**config.mk**
```make
export PLATFORM = sky130hd
export DESIGN_NAME = tdm_demux8
export DESIGN_NICKNAME = d
export VERILOG_FILES = /design/src/rtl/tdm_demux8.sv
export SDC_FILE = /design/constraint.sdc
export NUM_CORES = 1
export LEC_CHECK = 0
export CORE_UTILIZATION = 51
export DETAILED_ROUTE_END_ITERATION = 6
export PLACE_DENSITY = 0.88
export SLEW_MARGIN = 40
export SYNTH_ARGS = -nofsm -noshare
export SYNTH_HDL_FRONTEND = slang
export SYNTH_SLANG_ARGS = --single-unit
export TNS_END_PERCENT = 100
```
**constraint.sdc**
```tcl
create_clock -name clk -period 2.2 [get_ports clk]
set_input_delay 0.44 -clock clk [delete_from_list [all_inputs] [get_ports clk]]
set_output_delay 0.44 -clock clk [all_outputs]
set_load 0.02 [all_outputs]
```
**src/rtl/tdm_demux8.sv**
```systemverilog
// Eight-channel TDM receive demux: routes accepted serial bits to slots 0..7, emits each frame
// as a registered byte one edge after its slot-7 bit; no backpressure, din_valid gaps just stall.
module tdm_demux8 #(
  parameter bit CHECK_SYNC = 1'b1
) (
  input  logic       clk,
  input  logic       rst,
  input  logic       din,
  input  logic       din_valid,
  input  logic       frame_sync,
  output logic [7:0] dout,
  output logic       dout_valid,
  output logic [2:0] slot,
  output logic       locked,
  output logic       sync_err
);

  localparam logic [0:0] HUNT = 1'b0;
  localparam logic [0:0] RUN  = 1'b1;

  logic [0:0] state_q, state_d;
  logic [7:0] asm_q, asm_d;
  logic [2:0] slot_q, slot_d;
  logic [7:0] dout_q, dout_d;
  logic       dout_valid_q, dout_valid_d;
  logic       sync_err_q, sync_err_d;

  always_comb begin
    state_d      = state_q;
    asm_d        = asm_q;
    slot_d       = slot_q;
    dout_d       = dout_q;
    dout_valid_d = 1'b0;
    sync_err_d   = 1'b0;

    if (din_valid) begin
      if (state_q == HUNT) begin
        if (frame_sync) begin
          asm_d   = {7'b0, din};
          slot_d  = 3'd1;
          state_d = RUN;
        end
      end else if (frame_sync && (slot_q != 3'd0)) begin
        // Early marker: abandon the partial frame and realign on this bit.
        sync_err_d = 1'b1;
        asm_d      = {7'b0, din};
        slot_d     = 3'd1;
      end else if (CHECK_SYNC && !frame_sync && (slot_q == 3'd0)) begin
        sync_err_d = 1'b1;
        slot_d     = 3'd0;
        state_d    = HUNT;
      end else begin
        asm_d[slot_q] = din;
        slot_d        = slot_q + 3'd1;
        if (slot_q == 3'd7) begin
          dout_d       = {din, asm_q[6:0]};
          dout_valid_d = 1'b1;
        end
      end
    end
  end

  always_ff @(posedge clk) begin
    if (rst) begin
      state_q      <= HUNT;
      asm_q        <= 8'h00;
      slot_q       <= 3'd0;
      dout_q       <= 8'h00;
      dout_valid_q <= 1'b0;
      sync_err_q   <= 1'b0;
    end else begin
      state_q      <= state_d;
      asm_q        <= asm_d;
      slot_q       <= slot_d;
      dout_q       <= dout_d;
      dout_valid_q <= dout_valid_d;
      sync_err_q   <= sync_err_d;
    end
  end

  assign dout       = dout_q;
  assign dout_valid = dout_valid_q;
  assign slot       = slot_q;
  assign locked     = (state_q == RUN);
  assign sync_err   = sync_err_q;

endmodule

```
==> results of run 1 <==
metal layers:
metal | global-route usage (%) | share of wire [%]
met5 | 0 | 0
met1 | 33.6 | 41
met4 | 13.9 | 3.0
met2 | 37.0 | 48
met3 | 3.40 | 8.0
state kept, by name, summed over array words and instances (netlist names):
register	flops
slot	3
asm_q	7
locked	1
dout	8
dout_valid	1
sync_err	1
through the flow:
stage	power (mW)	area, um2
6_report	0.671	1300
5_1_grt	0.704	1300
4_1_cts	0.676	1300
3_5_place_dp	0.492	1270
3_3_place_gp	0.488	1270
2_1_floorplan	0.457	1060
power groups by stage:
| stage | combinational [mW] | sequential (mW) | clock, mW |
|---|---|---|---|
| 3_3_place_gp | 0.0899 | 0.398 | 0 |
| 6_report | 0.0946 | 0.390 | 0.186 |
| 2_1_floorplan | 0.0558 | 0.401 | 0 |
| 5_1_grt | 0.104 | 0.391 | 0.208 |
| 3_5_place_dp | 0.0928 | 0.399 | 0 |
| 4_1_cts | 0.0936 | 0.390 | 0.192 |
cell type report:
type,count,area (um2),area share (%)
repair buffers,25,233,17.9
multi-input cells,88,573,44.0
inverters,4,15.0,1.15
well taps,27,33.8,2.60
clock buffers,4,26.3,2.02
flip-flops and latches,21,420,32.3
cells in the final DEF, fill, tap and decap left out, drive strengths merged, types with 2 or more instances in the layout:
master / instances
o32ai: 2
buf: 7
clkbuf: 4
nor2: 4
a211oi: 5
a31oi: 2
ha: 6
o21ai: 5
and3b: 2
clkdlybuf4s50: 18
nand2: 18
or3b: 2
nand4: 4
nand3b: 3
nand3: 2
nand2b: 5
a21oi: 11
inv: 4
nor2b: 3
dfxtp: 21
worst max-delay path by stage:
stage	from	to	slack, ns	cells past startpoint
after floorplan	slot[1]	asm_q[5]	0.04	10
after global placement	frame_sync	asm_q[1]	0.17	6
after detailed placement	frame_sync	asm_q[5]	0.05	6
after CTS	slot[2]	slot[2]	0.14	1
after global routing	slot[2]	slot[2]	0.06	1
final	slot[2]	slot[2]	0.14	1
kinds of logic (layout without fill, tap and decap cells):
| group | after synthesis | count (layout) | synth area share [%] |
|---|---|---|---|
| simple gates | 52 | 52 | 28.3 |
| compound gates | 29 | 29 | 17.5 |
| flops | 21 | 21 | 39.5 |
| buf+inv | 14 | 33 | 6.70 |
| fa+ha+maj | 6 | 6 | 7.05 |
| mux | 1 | 1 | 0.940 |
==> results_dict.tcl, run 1 <==
set metrics [dict create \
    grt_start_max_net_pins 16 \
    drc_errors 0 \
    synth_warnings 0 \
    clock_path_buffers 2 \
    io_pins 19 \
    overflow 0 \
    grt_pass1_wl_um 3950 \
    cts.htree.levels 1 \
    switching_power_mw 0.174 \
    wirelength_um 2340 \
    hold_path_depth 2 \
    synth_nets 134 \
    netlist_area_um2 1060 \
    postRouteAntennaNets 0 \
    holdWs_ns 0.461 \
    cts_tree "done" \
    finalNonFillerCells 169 \
    cts.sinks 21 \
    ys_seq_area_share_pct 39.5 \
    grt_usage_pct 24.6 \
    path_cells "clkdlybuf4s50_1" \
    cts-buffers-inserted 3 \
    worst_setup_path_end_kind "primary output" \
    rows 16 \
    initial_core_util_pct 54.3 \
    worst_clock_skew_ns 0.00103 \
    fin_nets 154 \
    routedWlPerCell_um 13.9 \
    cts.clk_slew.worst_paths_ns 0.11 \
    p_per_area_nw_per_um2 516 \
    synth.most_common_cell "dfxtp_1" \
    cts_hold_buf 0 \
    min_path_type "flip-flop to flip-flop" \
    synth_top_cell_by_area "dfxtp_1" \
    startpoint_type "flip-flop" \
    pwr-share-comb_pct 14.1 \
    tightestPinTransition_ns 0.804 \
    cp.arrival_ns 1.62 \
    power.share.switching_pct 25.9 \
    clk_latency_ns 0.31 \
    diodes 0 \
    gp_congestion 0.872 \
    r2r-start "slot[0]" \
    reg2reg_depth 8 \
    required_ns 1.76 \
    hold_start "asm_q[1]" \
    cts_resized 0 \
    r2r-end "asm_q[1]" \
    dp.final_hpwl_um 1700 \
    synth_edf_count 0 \
    critPathMaxFanout 15 \
    seqPwrFrac_pct 58.2 \
    antenna_found_initial 0 \
    die_y_um 47.7 \
    finalCritPeriodShare_pct 93.6 \
    outcome "complete, no violations" \
    critPathKind "flip-flop to primary output" \
    dp_cells 165 \
    drt_iter0_markers 44 \
    vdd_drop_max_v 0.000313 \
    grt_pass1_vias 909 \
    drtPass1Iterations 4 \
    areaGrowthSynthToFinish_pct 22.2 \
    vias 987 \
    p_int_mw 0.498 \
    yosysUniqueCellTypes 36 \
    fillers 188 \
    synthArstFlopShare_pct 0 \
    holdPathEnd "dout[1]" \
    slew-limit-headroom_pct 46.0 \
    reg2reg_setup_slack_ns 0.23 \
    path_delay_family "buffers and inverters" \
    critPathSlowestCell "clkdlybuf4s50_1" \
    max_cap_violations 0 \
    slowest_delay_ns 0.70 \
    die_area_um2 2270 \
    timing.final.ws_setup_ns 0.140 \
    rsz0062_at_grt "no" \
    fin_tns_setup_ns 0 \
    synth_cells 123 \
    synth_area_leaders "dfxtp_1, ha_1, nand2_1, a21oi_1, nand2b_1" \
    ys_seq_elements 21 \
    fmax_ghz 0.485 \
    power.leakage_nw 0.462 \
    clockPowerShare_pct 27.7 \
    postLayoutCoreUtil_pct 66.3 \
    setup-violations-final 0 \
    chipWidth_um 47.7 \
    ys.flop_type "dfxtp_1" \
    yosys.area.top_type_share_pct 39.5 \
    core_region_area_um2 1960 \
    synth.avg_cell_area_um2 8.66 \
    final-max-slew-violation-count 0 \
    final_layout_size_suffix_gt1_share_pct 8.45 \
    critPathBufInv 1 \
    post-route-min-period_ns 2.06 \
    cts_root_buf "clkbuf_4" \
    finalHoldViolCount 0 \
    viasPerCell 5.84 \
    synth.top_cells.by_count "dfxtp_1, nand2_1, a21oi_1" \
    post_cts.repair.setup_buffers 0 \
    place_ws_ns 0.0514 \
    port_buffers 18 \
]
Power figures use the tool's default switching activity.
==> run 2: changes to the inputs <==
- CORE_MARGIN: not set -> 3
- clock period: 2.2 -> 2 ns (I/O delays scaled with it)
==> results_dict.tcl, run 2 (same netlist as run 1, synthesis figures left out) <==
set metrics [dict create \
    outcome "complete, no violations" \
    wirelength_um 2550 \
    fmax_ghz 0.518 \
    critPathMaxFanout 12 \
    max_cap_violations 0 \
    io_pins 19 \
    timing.final.ws_setup_ns 0.0691 \
    critPathKind "flip-flop to primary output" \
    postRouteAntennaNets 0 \
    dp.final_hpwl_um 1850 \
    layout_common_cells "nand2_1, dfxtp_1, clkdlybuf4s50_1, buf_4, a21oi_1" \
    critPathSlowestCell "clkdlybuf4s50_1" \
    clockPowerShare_pct 27.4 \
    cts_tree "done" \
    cp.arrival_ns 1.53 \
    chipWidth_um 51.7 \
    rsz0062_at_grt "no" \
    switching_power_mw 0.197 \
    postLayoutCoreUtil_pct 73.3 \
    gp_congestion 0.835 \
    vdd_drop_max_v 0.000302 \
    cts_root_buf "clkbuf_4" \
    drc_errors 0 \
    p_per_area_nw_per_um2 554 \
    path_cells "clkdlybuf4s50_1" \
    p_int_mw 0.550 \
    drt_iter0_markers 35 \
    pwr-share-comb_pct 15.0 \
    slew-limit-headroom_pct 75.6 \
    areaGrowthSynthToFinish_pct 26.6 \
    post-route-min-period_ns 1.93 \
    routedWlPerCell_um 14.8 \
    power.share.switching_pct 26.4 \
    worst_clock_skew_ns 0.00750 \
    overflow 0 \
    initial_core_util_pct 57.9 \
    path_delay_family "buffers and inverters" \
    cts-buffers-inserted 3 \
    dp_cells 168 \
    seqPwrFrac_pct 57.6 \
    die_area_um2 2670 \
    cts.htree.levels 1 \
    die_y_um 51.7 \
    diodes 0 \
    reg2reg_setup_slack_ns 0.08 \
    clock_path_buffers 2 \
    core_region_area_um2 1840 \
    clk_latency_ns 0.30 \
    antenna_found_initial 0 \
    fin_nets 159 \
    min_path_type "flip-flop to flip-flop" \
    fillers 143 \
    rows 15 \
    grt_pass1_vias 924 \
    cts_hold_buf 0 \
    startpoint_type "flip-flop" \
    holdWs_ns 0.461 \
    cts.sinks 21 \
    final-max-slew-violation-count 0 \
    cts.clk_slew.worst_paths_ns 0.12 \
    path_depth 1 \
    finalHoldViolCount 0 \
    power.leakage_nw 0.489 \
    grt_pass1_wl_um 4270 \
    hold_path_depth 2 \
    setup-violations-final 0 \
    finalCritPeriodShare_pct 96.5 \
    largest_register_ffs 8 \
    drtPass1Iterations 5 \
    place_ws_ns -0.0858 \
    final_layout_size_suffix_gt1_share_pct 16.3 \
    grt_start_max_net_pins 14 \
    viasPerCell 5.76 \
    reg2reg_depth 8 \
    slowest_delay_ns 0.68 \
    vias 990 \
    critPathBufInv 1 \
    finalNonFillerCells 172 \
    tightestPinTransition_ns 0.362 \
    required_ns 1.60 \
    grt_usage_pct 21.1 \
    port_buffers 18 \
    worst_setup_path_end_kind "primary output" \
]
-- run 2: cell types whose count changed in the layout (fill, tap and decap cells not counted), sizes merged --
cell,change
buf,+5
clkbuf,-1
clkinv,+1
-- run 2: power by group through the flow --
stage / logic (mW) / clock network (mW) / registers, mW
after detailed placement: 0.107 / 0 / 0.439
final: 0.112 / 0.205 / 0.430
after floorplan: 0.0624 / 0 / 0.442
after global placement: 0.103 / 0 / 0.439
after CTS: 0.108 / 0.203 / 0.430
after global routing: 0.123 / 0.224 / 0.431
-- run 2: stage by stage --
stage                     power, mW  cell area (um2)  setup TNS (ns)
after global routing          0.778             1350               0
after floorplan               0.505             1070               0
after detailed placement      0.546             1310          -0.168
final                         0.747             1350               0
after global placement        0.541             1310               0
after CTS                     0.741             1340               0
-- run 2: worst register-to-register path, cell delays in order, from the launching register on --
cell	delay (ns)
dfxtp_2	0.35
inv_1	0.07
ha_1	0.21
nor2b_2	0.17
inv_1	0.06
ha_2	0.21
and3b_2	0.27
or2_0	0.22
o32ai_1	0.27
-- run 2: path summary, 6_finish.rpt --
path         endpoint     from
max            locked   locked
max reg2reg  asm_q[5]  slot[0]
min           dout[1]  dout[1]
min reg2reg   dout[1]  dout[1]
-- run 2: what timing repair did --
action,CTS,global route
setup endpoints to repair,0,6
setup buffers,0,0
gates resized for setup,0,4
-- run 2: final cells by class --
type                       count  area, um2  area share [%]
multi-input combinational     88        579            43.0
sequential                    21        424            31.5
timing repair buffer          30        270            20.1
tap                           25       31.3            2.32
clock buffer                   3       22.5            1.67
inverter                       4       15.0            1.11
clock inverter                 1       5.00           0.371
-- run 2: per-layer routing --
| metal | up-vias | track usage, % | share of wire (%) | wire, um |
|---|---|---|---|---|
| met5 | - | 0 | 0 | 0 |
| met4 | 0 | 5.24 | 0.98 | 25 |
| met3 | 4 | 2.87 | 5.4 | 137 |
| met2 | 42 | 35.6 | 47 | 1200 |
| met1 | 459 | 28.4 | 46 | 1180 |
| li1 | 485 | - | - | - |
